--- config.mk ---
export PLATFORM = sky130hd
export DESIGN_NAME = divide_hz_bank
export DESIGN_NICKNAME = d
export VERILOG_FILES = /design/src/rtl/divide_pkg.sv /design/src/rtl/divide_stage.sv /design/src/rtl/divide_hz_bank.sv
export SDC_FILE = /design/constraint.sdc
export NUM_CORES = 1
export LEC_CHECK = 0
export CAP_MARGIN = 10
export CORE_AREA = 3 3 94 69
export CTS_CLUSTER_SIZE = 10
export DETAILED_ROUTE_END_ITERATION = 6
export DIE_AREA = 0 0 97 72
export GPL_TIMING_DRIVEN = 0
export PLACE_DENSITY = 0.71
export SYNTH_ARGS = -nofsm -noshare
export SYNTH_HDL_FRONTEND = slang
export SYNTH_SLANG_ARGS = --single-unit
export TNS_END_PERCENT = 50
--- constraint.sdc ---
create_clock -name clk -period 3.45 [get_ports clk]
set_input_delay 0.8625 -clock clk [delete_from_list [all_inputs] [get_ports clk]]
set_output_delay 0.8625 -clock clk [all_outputs]
set_load 0.005 [all_outputs]
--- src/rtl/divide_pkg.sv ---
`default_nettype none
// +----------------------------------------------------------------------------+
// | Package  : divide_pkg                                                      |
// | Brief    : Shared constants and width helper for the divide_hz_bank tree.  |
// | Revision : 1.0  initial release                                            |
// +----------------------------------------------------------------------------+
package divide_pkg;

    localparam int C_DEFAULT_CLK_FREQ_HZ = 100_000_000;

    // Target output frequencies; 2.5 Hz is held in tenths of Hz to stay integral.
    localparam int C_TARGET_1000_HZ = 1000;
    localparam int C_TARGET_25_HZ   = 25;
    localparam int C_TARGET_2P5_DHZ = 25;

    // Bits needed to hold half-1, never less than one.
    function automatic int cnt_width(input int half);
        if (half > 1) begin
            return $clog2(half);
        end
        return 1;
    endfunction

endpackage : divide_pkg
`default_nettype wire

--- src/rtl/divide_stage.sv ---
`default_nettype none
// +----------------------------------------------------------------------------+
// | Module   : divide_stage                                                    |
// | Brief    : One square-wave divider; output toggles every HALF clk cycles.  |
// |            Optional tick pulse on each rising edge under DIVIDE_TICK_EN.   |
// | Revision : 1.0  initial release                                            |
// +----------------------------------------------------------------------------+
module divide_stage
    import divide_pkg::*;
#(
    parameter int HALF = 1
)
(
    input  logic clk,
    input  logic reset,
    output logic out
`ifdef DIVIDE_TICK_EN
    ,
    output logic tick
`endif
);

    localparam int                 c_cnt_w = cnt_width(HALF);
    localparam logic [c_cnt_w-1:0] c_last  = c_cnt_w'(HALF - 1);
    localparam logic [c_cnt_w-1:0] c_one   = c_cnt_w'(1);

    generate
        if (HALF < 1) begin : g_bad_half
            $error("divide_stage: HALF must be at least 1");
        end
    endgenerate

    logic [c_cnt_w-1:0] cnt_q;
    logic [c_cnt_w-1:0] cnt_d;
    logic               out_q;
    logic               out_d;
    logic               w_wrap;

    always_comb begin
        w_wrap = (cnt_q == c_last);
        cnt_d  = w_wrap ? '0 : cnt_q + c_one;
        out_d  = out_q ^ w_wrap;
    end

    always_ff @(posedge clk or negedge reset) begin
        if (!reset) begin
            cnt_q <= '0;
            out_q <= 1'b0;
        end else begin
            cnt_q <= cnt_d;
            out_q <= out_d;
        end
    end

    assign out = out_q;

`ifdef DIVIDE_TICK_EN
    logic tick_q;
    logic tick_d;

    // A wrap while low is exactly the edge on which out rises.
    always_comb begin
        tick_d = w_wrap & ~out_q;
    end

    always_ff @(posedge clk or negedge reset) begin
        if (!reset) begin
            tick_q <= 1'b0;
        end else begin
            tick_q <= tick_d;
        end
    end

    assign tick = tick_q;
`endif

endmodule : divide_stage
`default_nettype wire

--- src/rtl/divide_hz_bank.sv ---
`default_nettype none
// +----------------------------------------------------------------------------+
// | Module   : divide_hz_bank                                                  |
// | Brief    : Three independent dividers producing 1000 Hz, 25 Hz and 2.5 Hz  |
// |            square waves; DIVIDE_TICK_EN adds rising-edge tick outputs.     |
// | Revision : 1.0  initial release                                            |
// +----------------------------------------------------------------------------+
module divide_hz_bank
    import divide_pkg::*;
#(
    parameter int CLK_FREQ_HZ = C_DEFAULT_CLK_FREQ_HZ,
    parameter int HALF_1000   = CLK_FREQ_HZ / (2 * C_TARGET_1000_HZ),
    parameter int HALF_25     = CLK_FREQ_HZ / (2 * C_TARGET_25_HZ),
    parameter int HALF_2P5    = CLK_FREQ_HZ / ((2 * C_TARGET_2P5_DHZ) / 10)
)
(
    input  logic clk,
    input  logic reset,
    output logic clk_1000Hz,
    output logic clk_25Hz,
    output logic clk_2p5Hz
`ifdef DIVIDE_TICK_EN
    ,
    output logic tick_1000Hz,
    output logic tick_25Hz,
    output logic tick_2p5Hz
`endif
);

    // Stages share one reset so they leave reset on the same edge, phase-aligned.
    divide_stage #(.HALF(HALF_1000)) u_stage_1000 (
        .clk   (clk),
        .reset (reset),
`ifdef DIVIDE_TICK_EN
        .tick  (tick_1000Hz),
`endif
        .out   (clk_1000Hz)
    );

    divide_stage #(.HALF(HALF_25)) u_stage_25 (
        .clk   (clk),
        .reset (reset),
`ifdef DIVIDE_TICK_EN
        .tick  (tick_25Hz),
`endif
        .out   (clk_25Hz)
    );

    divide_stage #(.HALF(HALF_2P5)) u_stage_2p5 (
        .clk   (clk),
        .reset (reset),
`ifdef DIVIDE_TICK_EN
        .tick  (tick_2p5Hz),
`endif
        .out   (clk_2p5Hz)
    );

endmodule : divide_hz_bank
`default_nettype wire

[After elaboration in Yosys (flattened, before gate mapping)]
Cells that the tools add are included.
Widths: inputs -> output; s select.
Storage, ports and cells
  bits in registers: 65
  bits of input ports: 2
  output and inout bits: 3
  word-level logic and storage cells: 18
Cells by class
  add/sub/neg operators: 3
  equality and inequality tests: 3
  mux-type cells: 3
  bitwise logic cells: 3
Operators by type and width (count)
  $add 25x1->25 const B: 1
  $eq 25x25->1 const B: 1
  $mux 25: 1
  $add 21x1->21 const B: 1
  $eq 21x21->1 const B: 1
  $mux 21: 1
  $add 16x1->16 const B: 1
  $eq 16x16->1 const B: 1
  $mux 16: 1
  $xor 1x1->1: 3

[Longest topological paths before layout]
Gate-level depths: netlist (run 1).
  word-level depth: 2
  depth in mapped cells: 7
  depth with buffers taken out: 5

[Cells and area by module]
Synthesis (run 1) repeated with hierarchy kept, for this count alone.
Second synthesis, totals
  cells, all modules: 282
  area, all modules: 3136.8 um^2
By module, submodules not included
  divide_stage at u_stage_2p5: instances 1, cells each 114, area an instance 1296.2 um^2, sequential area each 650.6 um^2
  divide_stage at u_stage_25: instances 1, cells each 99, area an instance 1053.5 um^2, sequential area each 550.5 um^2
  divide_stage at u_stage_1000: instances 1, cells each 69, area an instance 787.0 um^2, sequential area each 425.4 um^2

[Worst setup path after synthesis (run 1)]
OpenSTA, ideal clock, no wires.
  path type: register to register
  start: reg u_stage_25.cnt_q[0]
  end: reg u_stage_25.cnt_q[18]
  setup time: 137 ps
  data arrival time: 1552 ps
  data required time: 3313 ps
  setup slack: 1761 ps
  stages on the path, launching flop included: 7
  path buffers: 1
  period minus slack after synthesis: 1689 ps
  cell sequence: dfrtp_1 -> ha_1 -> nand3_1 -> or2_2 -> clkbuf_1 -> o41ai_1 -> a21oi_1
On the way
  word-level cells in the longest chain between the ends: 2
  elaborated cells on any way between the ends: 3
  those cells by class: 1 x add/sub; 1 x eq/ne; 1 x mux
Ends and longest elaborated chain
  from (decl): line divide_stage.sv:33  | logic [c_cnt_w-1:0] cnt_q;
  from (signal assigned): line divide_stage.sv:50  | cnt_q <= cnt_d;
  $add 21x1->21 / $eq 21x21->1 (equally long branches): line divide_stage.sv:41, divide_stage.sv:40
  $mux 21 (*): line divide_stage.sv:41  | cnt_d = w_wrap ? '0 : cnt_q + c_one;
  named net u_stage_25.cnt_d[18]: line divide_stage.sv:34  | logic [c_cnt_w-1:0] cnt_d;
Mark *: on every way through the listed nets, which the timed path passes. The rest lies on a longest branch.

[Worst setup path in the final report (run 1)]
  start: reg u_stage_2p5.cnt_q[0]
  end: reg u_stage_2p5.cnt_q[8]
On the way
  word-level cells in the longest chain between the ends: 2
  elaborated cells on any way between the ends: 3
  those cells by class: 1 x add/sub; 1 x eq/ne; 1 x mux
Ends and longest elaborated chain (line)
  from (decl): divide_stage.sv:33
  from (signal assigned): divide_stage.sv:50
  $add 25x1->25 / $eq 25x25->1 (equally long branches): divide_stage.sv:41, divide_stage.sv:40
  $mux 25 (*): divide_stage.sv:41
  named net u_stage_2p5.cnt_d[8]: divide_stage.sv:34
Marked as above.

==> flow_summary.ini, run 1 <==
[status]
outcome = complete, no violations

[logic_synthesis]
synth_ff_type = dfrtp_1
synth-edff-count = 0
synthAdderAreaFrac = 0.0123
synth.top_cells.by_count = 65 x dfrtp_1, 29 x nor2_1, 26 x xnor2_1
synth_cells = 287
synth-xor-area-share = 0.137
synth_most_common_cell = dfrtp_1
yosysTopAreaCell = dfrtp_1
synth_top_cell_area_share = 0.533
synthSimpleGateAreaFrac = 0.261
synth_top_family_by_area = simple AND/OR/NAND/NOR gates
yosys_warnings = 0
syn_area_mm2 = 0.00305
netlist_top_cells_area = dfrtp_1 53%, xnor2_1 7.5%, xor2_1 5.7%, nand4_1 3.7%, nor2_1 3.6%
synth_compound_area_frac = 0.0389
ys_ff_latch = 65
muxShareOfSynthArea = 0.00984
synth.distinct_cells = 40
syn_nets = 292
synth_seq_area_share = 0.533
async_flop_share = 1.00
avgSynthCellArea_um2 = 10.6

[timing]
clock_skew_ps = 5.52
slew_viol_final = 0
worst_pin_slew_ps = 806
max_freq_mhz = 477
min_period_ps = 2090
rsz0062_at_grt = no
finalWorstSetupSlack_ps = 1360
tns_ps = 0
slew_headroom = 0.463
finalCritPeriodShare = 0.607
finalSetupViolations = 0
holdWs_ps = 470
hold_viol = 0

[grt]
grt.total_usage = 0.170
grt_max_degree = 66
grt_pass1_vias = 2035
grt-ovfl-total = 0
antenna_found_initial = 0
grt_first_pass_wirelength_um = 9580

[place]
gp_congestion = 0.805
port_buffers = 4
place_ws_ps = 1350
dp_hpwl_um = 3660

[power_and_ir_drop]
power_density_mw_per_mm2 = 426
ir_worst_vdd_uv = 267
p_leak_nw = 1.47
power_mw = 1.45

[die]
design.core.area_mm2 = 0.00567
die_w_um = 97
die-height_um = 72
io_pins = 5
dieArea_mm2 = 0.00698
num_rows = 23
start_util = 0.539

[cells_and_area]
area_growth_pct = 11.1
finish.utilization = 0.598
nNetsFinal = 307
drive_gt1_frac = 0.0814
n_antenna_cell = 0

[routing]
drc = 0
vias = 2111
drt-total-wl_um = 5460
wire_per_inst_um = 14.3
via_per_inst = 5.53
drt_pass1_iterations = 4
dr.first_iter.drc_count = 103
drtAntennaViolNets = 0

[setup_path]
r2r_start = u_stage_2p5.cnt_q[0]
end_kind = flip-flop
critPathKind = flip-flop to flip-flop
cp_data_arrival_time_ps = 2300
crit_chain = ha_1, and4_2, nand4_1, nor2_1, clkbuf_1, nor2_1
cp_data_required_time_ps = 3650
cp_slowest_stage_delay_ps = 450
worstReg2RegEnd = u_stage_2p5.cnt_q[8]
r2r_slack_ps = 1360
crit_fanout = 10
reg2regPathDepth = 6
cp-start-kind = flip-flop
critPathSlowestCell = clkbuf_1
path_common_cell = nor2_1

[run]
drv_cap = 0

[cts]
cts_buffers = 9
cts_setup_buffers = 0
clk_pin_slew_ps = 70
cts-root-buf = clkbuf_8
clockBufferDepth = 2
cts_resized = 0
clk_latency_ps = 340
ctsHoldBuffers = 0
cts_sinks = 65
cts.htree.levels = 3
cts_tree = built

[min_path]
hp-class = flip-flop to flip-flop
hp-start = u_stage_25.cnt_q[20]
hold_path_depth = 1
min_delay_worst_endpoint = u_stage_25.cnt_q[20]
==> worst max path at each step <==
stage                         start                     to  slack, ps  cells after the start
2_1_floorplan   u_stage_25.cnt_q[0]   u_stage_25.cnt_q[18]       1760                      6
3_3_place_gp                  reset   u_stage_2p5.cnt_q[2]       -650                      1
3_5_place_dp   u_stage_2p5.cnt_q[0]  u_stage_2p5.cnt_q[11]       1350                      6
4_1_cts        u_stage_2p5.cnt_q[0]  u_stage_2p5.cnt_q[11]       1340                      6
5_1_grt        u_stage_2p5.cnt_q[0]  u_stage_2p5.cnt_q[11]       1130                      6
6_report       u_stage_2p5.cnt_q[0]   u_stage_2p5.cnt_q[8]       1360                      6
==> critical path: cells and delay by family (launching register included) <==
| kind | cells | cell delay (ps) |
|---|---|---|
| buf+inv | 1 | 450 |
| flops | 1 | 390 |
| fa+ha+maj | 1 | 240 |
| simple gates | 4 | 880 |
==> metrics by stage <==
step,std cells,cell area (um^2)
5_1_grt,382,3390
3_5_place_dp,366,3180
6_report,382,3390
4_1_cts,382,3390
3_3_place_gp,366,3190
2_1_floorplan,287,3050
==> final cells by class <==
class                      instances  area [um^2]
fill                             467         2280
sequential                        65         1630
multi-input combinational        216         1400
clock buffer                      14          173
tap                               75         93.8
timing repair buffer               4         37.5
clock inverter                     2         35.0
buffer                             4         15.0
inverter                           2         7.51
==> kinds of logic after synthesis <==
| kind of cell | count (synthesis) |
|---|---|
| compound gates | 20 |
| xor+xnor | 47 |
| fa+ha+maj | 3 |
| buf+inv | 6 |
| flops | 65 |
| mux | 3 |
| simple gates | 143 |
==> routing by layer <==
layer | global-route usage | share of wire | up-vias
met4 | 0.0514 | 0.012 | 0
met5 | 0 | 0 | -
met1 | 0.253 | 0.54 | 1032
met2 | 0.234 | 0.41 | 17
met3 | 0.0605 | 0.033 | 8
li1 | - | - | 1054
==> layout by cell type (no fill, tap or decap), drive strengths merged, types with 7 or more instances in the layout <==
cell type and n:
a21oi 8, and4 8, clkbuf 18, dfrtp 65, nand2 20, nand3 22
nand4 18, nor2 30, nor3 7, xnor2 27, xor2 20
==> power by group <==
part | switching, mW | internal [mW] | total [mW]
Combinational | 0.0140 | 0.000695 | 0.0147
Clock | 0.276 | 0.393 | 0.669
Sequential | 0 | 0.762 | 0.762
==> registers in the layout (all words and copies together) (netlist names) <==
register            flops
u_stage_25.out          1
u_stage_2p5.out         1
u_stage_25.cnt_q       21
u_stage_2p5.cnt_q      25
u_stage_1000.cnt_q     16
u_stage_1000.out        1
Note: power is estimated with default switching activity, not from simulation.
==> run 2: changes to the inputs <==
- clock period: 3.45 -> 2 ns (I/O delays scaled with it)
==> flow_summary.ini, run 2 (synthesis gave the netlist of run 1 again) <==
[die]
num_rows = 23
die_w_um = 97
start_util = 0.539
die-height_um = 72
io_pins = 5
design.core.area_mm2 = 0.00567
dieArea_mm2 = 0.00698

[timing]
max_freq_mhz = 528
finalWorstSetupSlack_ps = 108
hold_viol = 0
clock_skew_ps = 6.40
min_period_ps = 1890
slew_viol_final = 0
finalSetupViolations = 0
worst_pin_slew_ps = 794
finalCritPeriodShare = 0.946
holdWs_ps = 244
rsz0062_at_grt = yes
slew_headroom = 0.470

[cells_and_area]
layout_commonest_cell = dfrtp_1
regMostFlops = u_stage_2p5.cnt_q
n_antenna_cell = 0
fin_area_mm2 = 0.00342
layout_common_cells = 65 x dfrtp_1, 28 x nor2_1, 26 x xnor2_1
area_growth_pct = 11.9
biggestRegsByFlops = u_stage_2p5.cnt_q (25), u_stage_25.cnt_q (21), u_stage_1000.cnt_q (16)
nNetsFinal = 306
finish.utilization = 0.603
largest_reg_flops = 25
drive_gt1_frac = 0.0948

[cts]
cts_sinks = 65
clockBufferDepth = 2
cts_resized = 1
cts_tree = built
cts_setup_buffers = 0
cts.htree.levels = 3
cts_buffers = 9
cts-root-buf = clkbuf_8
ctsHoldBuffers = 0
clk_pin_slew_ps = 70
clk_latency_ps = 340

[setup_path]
cp-start-kind = flip-flop
crit_chain = ha_1, and3_1, clkbuf_1, and4_1, clkbuf_1, nand2b_1, mux2i_1
cp_data_arrival_time_ps = 2110
path_common_cell = clkbuf_1
cp-startpoint = u_stage_1000.cnt_q[0]
cp_slowest_stage_delay_ps = 390
critPathKind = flip-flop to flip-flop
end_kind = flip-flop
r2r_start = u_stage_1000.cnt_q[0]
cp_data_required_time_ps = 2220
reg2regPathDepth = 7
r2r_slack_ps = 110
crit_fanout = 10
critPathSlowestCell = dfrtp_1

[place]
gp_congestion = 0.805
port_buffers = 4
place_ws_ps = -102
dp_hpwl_um = 3660
postPlaceCellArea_mm2 = 0.00318

[grt]
top_usage_layer = met1
use_met3 = 0.0605
grt_first_pass_wirelength_um = 9580
grt_max_degree = 66
antenna_found_initial = 0
grt_pass1_vias = 2035
grt-ovfl-total = 0
met1_usage = 0.253
gr-usage-met2 = 0.234
grt.total_usage = 0.170

[min_path]
hp-class = primary input to asynchronous set/reset pin

[status]
outcome = complete, no violations

[routing]
drtAntennaViolNets = 0
via_per_inst = 5.59
dr.first_iter.drc_count = 100
drt-total-wl_um = 5460
drc = 0
vias = 2128
wire_per_inst_um = 14.3
drt_pass1_iterations = 4

[power_and_ir_drop]
p_leak_nw = 1.47
power_density_mw_per_mm2 = 729
ir_worst_vdd_uv = 461

[run]
drv_cap = 0
run 2: cell types whose count changed in the layout (fill, tap and decap cells not counted), sizes merged:
cell,previous run,this run
buf,1,2
clkbuf,18,16
run 2: worst paths after layout:
check                                    endpoint
setup / recovery            u_stage_1000.cnt_q[9]
hold / removal             u_stage_1000.cnt_q[10]
setup reg to reg            u_stage_1000.cnt_q[9]
hold reg to reg              u_stage_25.cnt_q[20]
max in group asynchronous     u_stage_25.cnt_q[6]
min in group clk             u_stage_25.cnt_q[20]
run 2: layout make-up:
type                            instances  area (um^2)
Multi-Input combinational cell        216         1430
Clock inverter                          2         35.0
Buffer                                  3         12.5
Sequential cell                        65         1630
Fill cell                             463         2250
Clock buffer                           14          173
Inverter                                2         7.51
Tap cell                               75         93.8
Timing Repair Buffer                    4         37.5
run 2: through the flow:
stage,TNS [ps],total power [mW],instances
after floorplan,0,1.34,287
after global placement,-112740,1.37,366
after detailed placement,-805,1.37,366
after CTS,0,2.53,382
after global routing,-22.6,2.59,381
final,0,2.49,381
run 2: critical path, delay by kind of cell (launching register included):
kind	cells	cell delay, ps
buffers and inverters	2	590
DFF	1	390
and+or+nand+nor	3	530
muxes	1	60
adders and majority gates	1	200
run 2: layer usage:
layer  part of all wire  routed length (um)
met1               0.53                2900
met2               0.43                2330
met3              0.035                 189
met4             0.0081                  44
met5                  0                   0
run 2: report_power, final:
part | switching (mW) | internal [mW] | leakage [nW] | total [mW]
Combinational | 0.0238 | 0.00120 | 0.498 | 0.0250
Sequential | 0 | 1.31 | 0.865 | 1.31
Clock | 0.474 | 0.677 | 0.107 | 1.15
Total | 0.497 | 1.99 | 1.47 | 2.49
==> run 3: changes to the inputs <==
- HOLD_SLACK_MARGIN: not set -> 0.15
- REMOVE_ABC_BUFFERS: not set -> 1
- SLEW_MARGIN: not set -> 15
==> flow_summary.ini, run 3 (synthesis gave the netlist of run 1 again) <==
[timing]
tns_ps = 0
clock_skew_ps = 7.96
slew_viol_final = 0
hold_viol = 0
max_freq_mhz = 537
finalCritPeriodShare = 0.931
min_period_ps = 1860
worst_pin_slew_ps = 649
slew_headroom = 0.564
finalSetupViolations = 0
holdWs_ps = 463

[setup_path]
cp_slowest_stage_delay_ps = 550
crit_chain = nand3_2, or3_1, or4_4, xnor2_2
critPathSlowestCell = or4_4
cp_data_arrival_time_ps = 2090
cp-start-kind = flip-flop
end_kind = flip-flop
crit_fanout = 6
cp_data_required_time_ps = 2230
critPathKind = flip-flop to flip-flop

[die]
num_rows = 23
start_util = 0.539
die_w_um = 97
die-height_um = 72
io_pins = 5
dieArea_mm2 = 0.00698
design.core.area_mm2 = 0.00567

[cells_and_area]
drive_gt1_frac = 0.0951
layout_commonest_cell = dfrtp_1
nNetsFinal = 305
area_growth_pct = 11.1
biggestRegsByFlops = u_stage_2p5.cnt_q (25), u_stage_25.cnt_q (21), u_stage_1000.cnt_q (16)
final_cells = 380
layout_common_cells = 65 x dfrtp_1, 28 x nor2_1, 26 x xnor2_1
fin_area_mm2 = 0.00339
n_antenna_cell = 0
largest_reg_flops = 25
regMostFlops = u_stage_2p5.cnt_q

[cts]
cts-root-buf = clkbuf_8
cts_tree = built
cts_sinks = 65
cts.htree.levels = 3
clockBufferDepth = 2
clk_latency_ps = 340
cts_buffers = 9
clk_pin_slew_ps = 70

[routing]
drc = 0
drt_pass1_iterations = 5
dr.first_iter.drc_count = 105
drt-total-wl_um = 5550
via_per_inst = 5.79
vias = 2202
drtAntennaViolNets = 0
wire_per_inst_um = 14.6

[power_and_ir_drop]
power_density_mw_per_mm2 = 683
ir_worst_vdd_uv = 332
p_leak_nw = 1.46

[place]
postPlaceCellArea_mm2 = 0.00319
dp_hpwl_um = 3670
dp.cells = 363
port_buffers = 4
gp_congestion = 0.847

[grt]
grt-ovfl-total = 0
antenna_found_initial = 0
grt_max_degree = 42
grt.total_usage = 0.177
grt_first_pass_wirelength_um = 9820
grt_pass1_vias = 2114

[run]
drv_cap = 0

[min_path]
hp-class = flip-flop to flip-flop

[status]
outcome = complete, no violations
run 3: layout make-up:
| cell class | instances | area [um^2] |
|---|---|---|
| inverters | 2 | 7.51 |
| fillers | 488 | 2280 |
| clock inverters | 5 | 31.3 |
| clock buffers | 11 | 141 |
| well taps | 75 | 93.8 |
| flip-flops and latches | 65 | 1630 |
| repair buffers | 6 | 67.6 |
| multi-input cells | 216 | 1420 |
run 3: what timing repair did:
| item | CTS | global route |
|---|---|---|
| resized for setup | 1 | 3 |
| hold buffers | 1 | 0 |
| endpoints found under the setup margin | 13 | 14 |
| buffers inserted | 0 | 0 |
| hold endpoints to repair | 24 | 0 |
run 3: final timing paths:
| check | from | endpoint | slack [ps] | depth (start not counted) |
|---|---|---|---|---|
| min | u_stage_1000.out | u_stage_1000.out | 460 | 1 |
| min in group asynchronous | reset | u_stage_1000.cnt_q[13] | 600 | 2 |
| max reg2reg | u_stage_2p5.cnt_q[2] | u_stage_2p5.cnt_q[19] | 140 | 4 |
| min reg2reg | u_stage_1000.out | u_stage_1000.out | 460 | 1 |
| max in group asynchronous | reset | u_stage_2p5.cnt_q[10] | 880 | 3 |
| max | u_stage_2p5.cnt_q[2] | u_stage_2p5.cnt_q[19] | 140 | 4 |
run 3: power by group:
group,switching [mW],total [mW],internal [mW]
Clock,0.493,0.971,0.479
Combinational,0.0253,0.0319,0.00658
Sequential,0,1.31,1.31
Total,0.518,2.32,1.80
run 3: per-layer routing:
| layer | share of wire | global-route usage | up-vias |
|---|---|---|---|
| li1 | - | - | 1054 |
| met1 | 0.49 | 0.243 | 1086 |
| met2 | 0.44 | 0.264 | 57 |
| met3 | 0.054 | 0.0576 | 5 |
| met4 | 0.011 | 0.0748 | 0 |
| met5 | 0 | 0 | - |
run 3: critical path: cells and delay by family (launching register included):
family,cells,cell delay (ps)
flops,1,470
simple gates,3,1140
xor+xnor,1,140
run 3: through the flow:
step / total power [mW] / utilization / setup WS [ps]
CTS: 2.35 / 0.595 / 49.6
finish: 2.32 / 0.598 / 139
floorplan: 1.34 / - / 277
detailed placement: 1.37 / 0.563 / -163
global route: 2.40 / 0.598 / -48.5
global placement: 1.37 / 0.559 / -1670
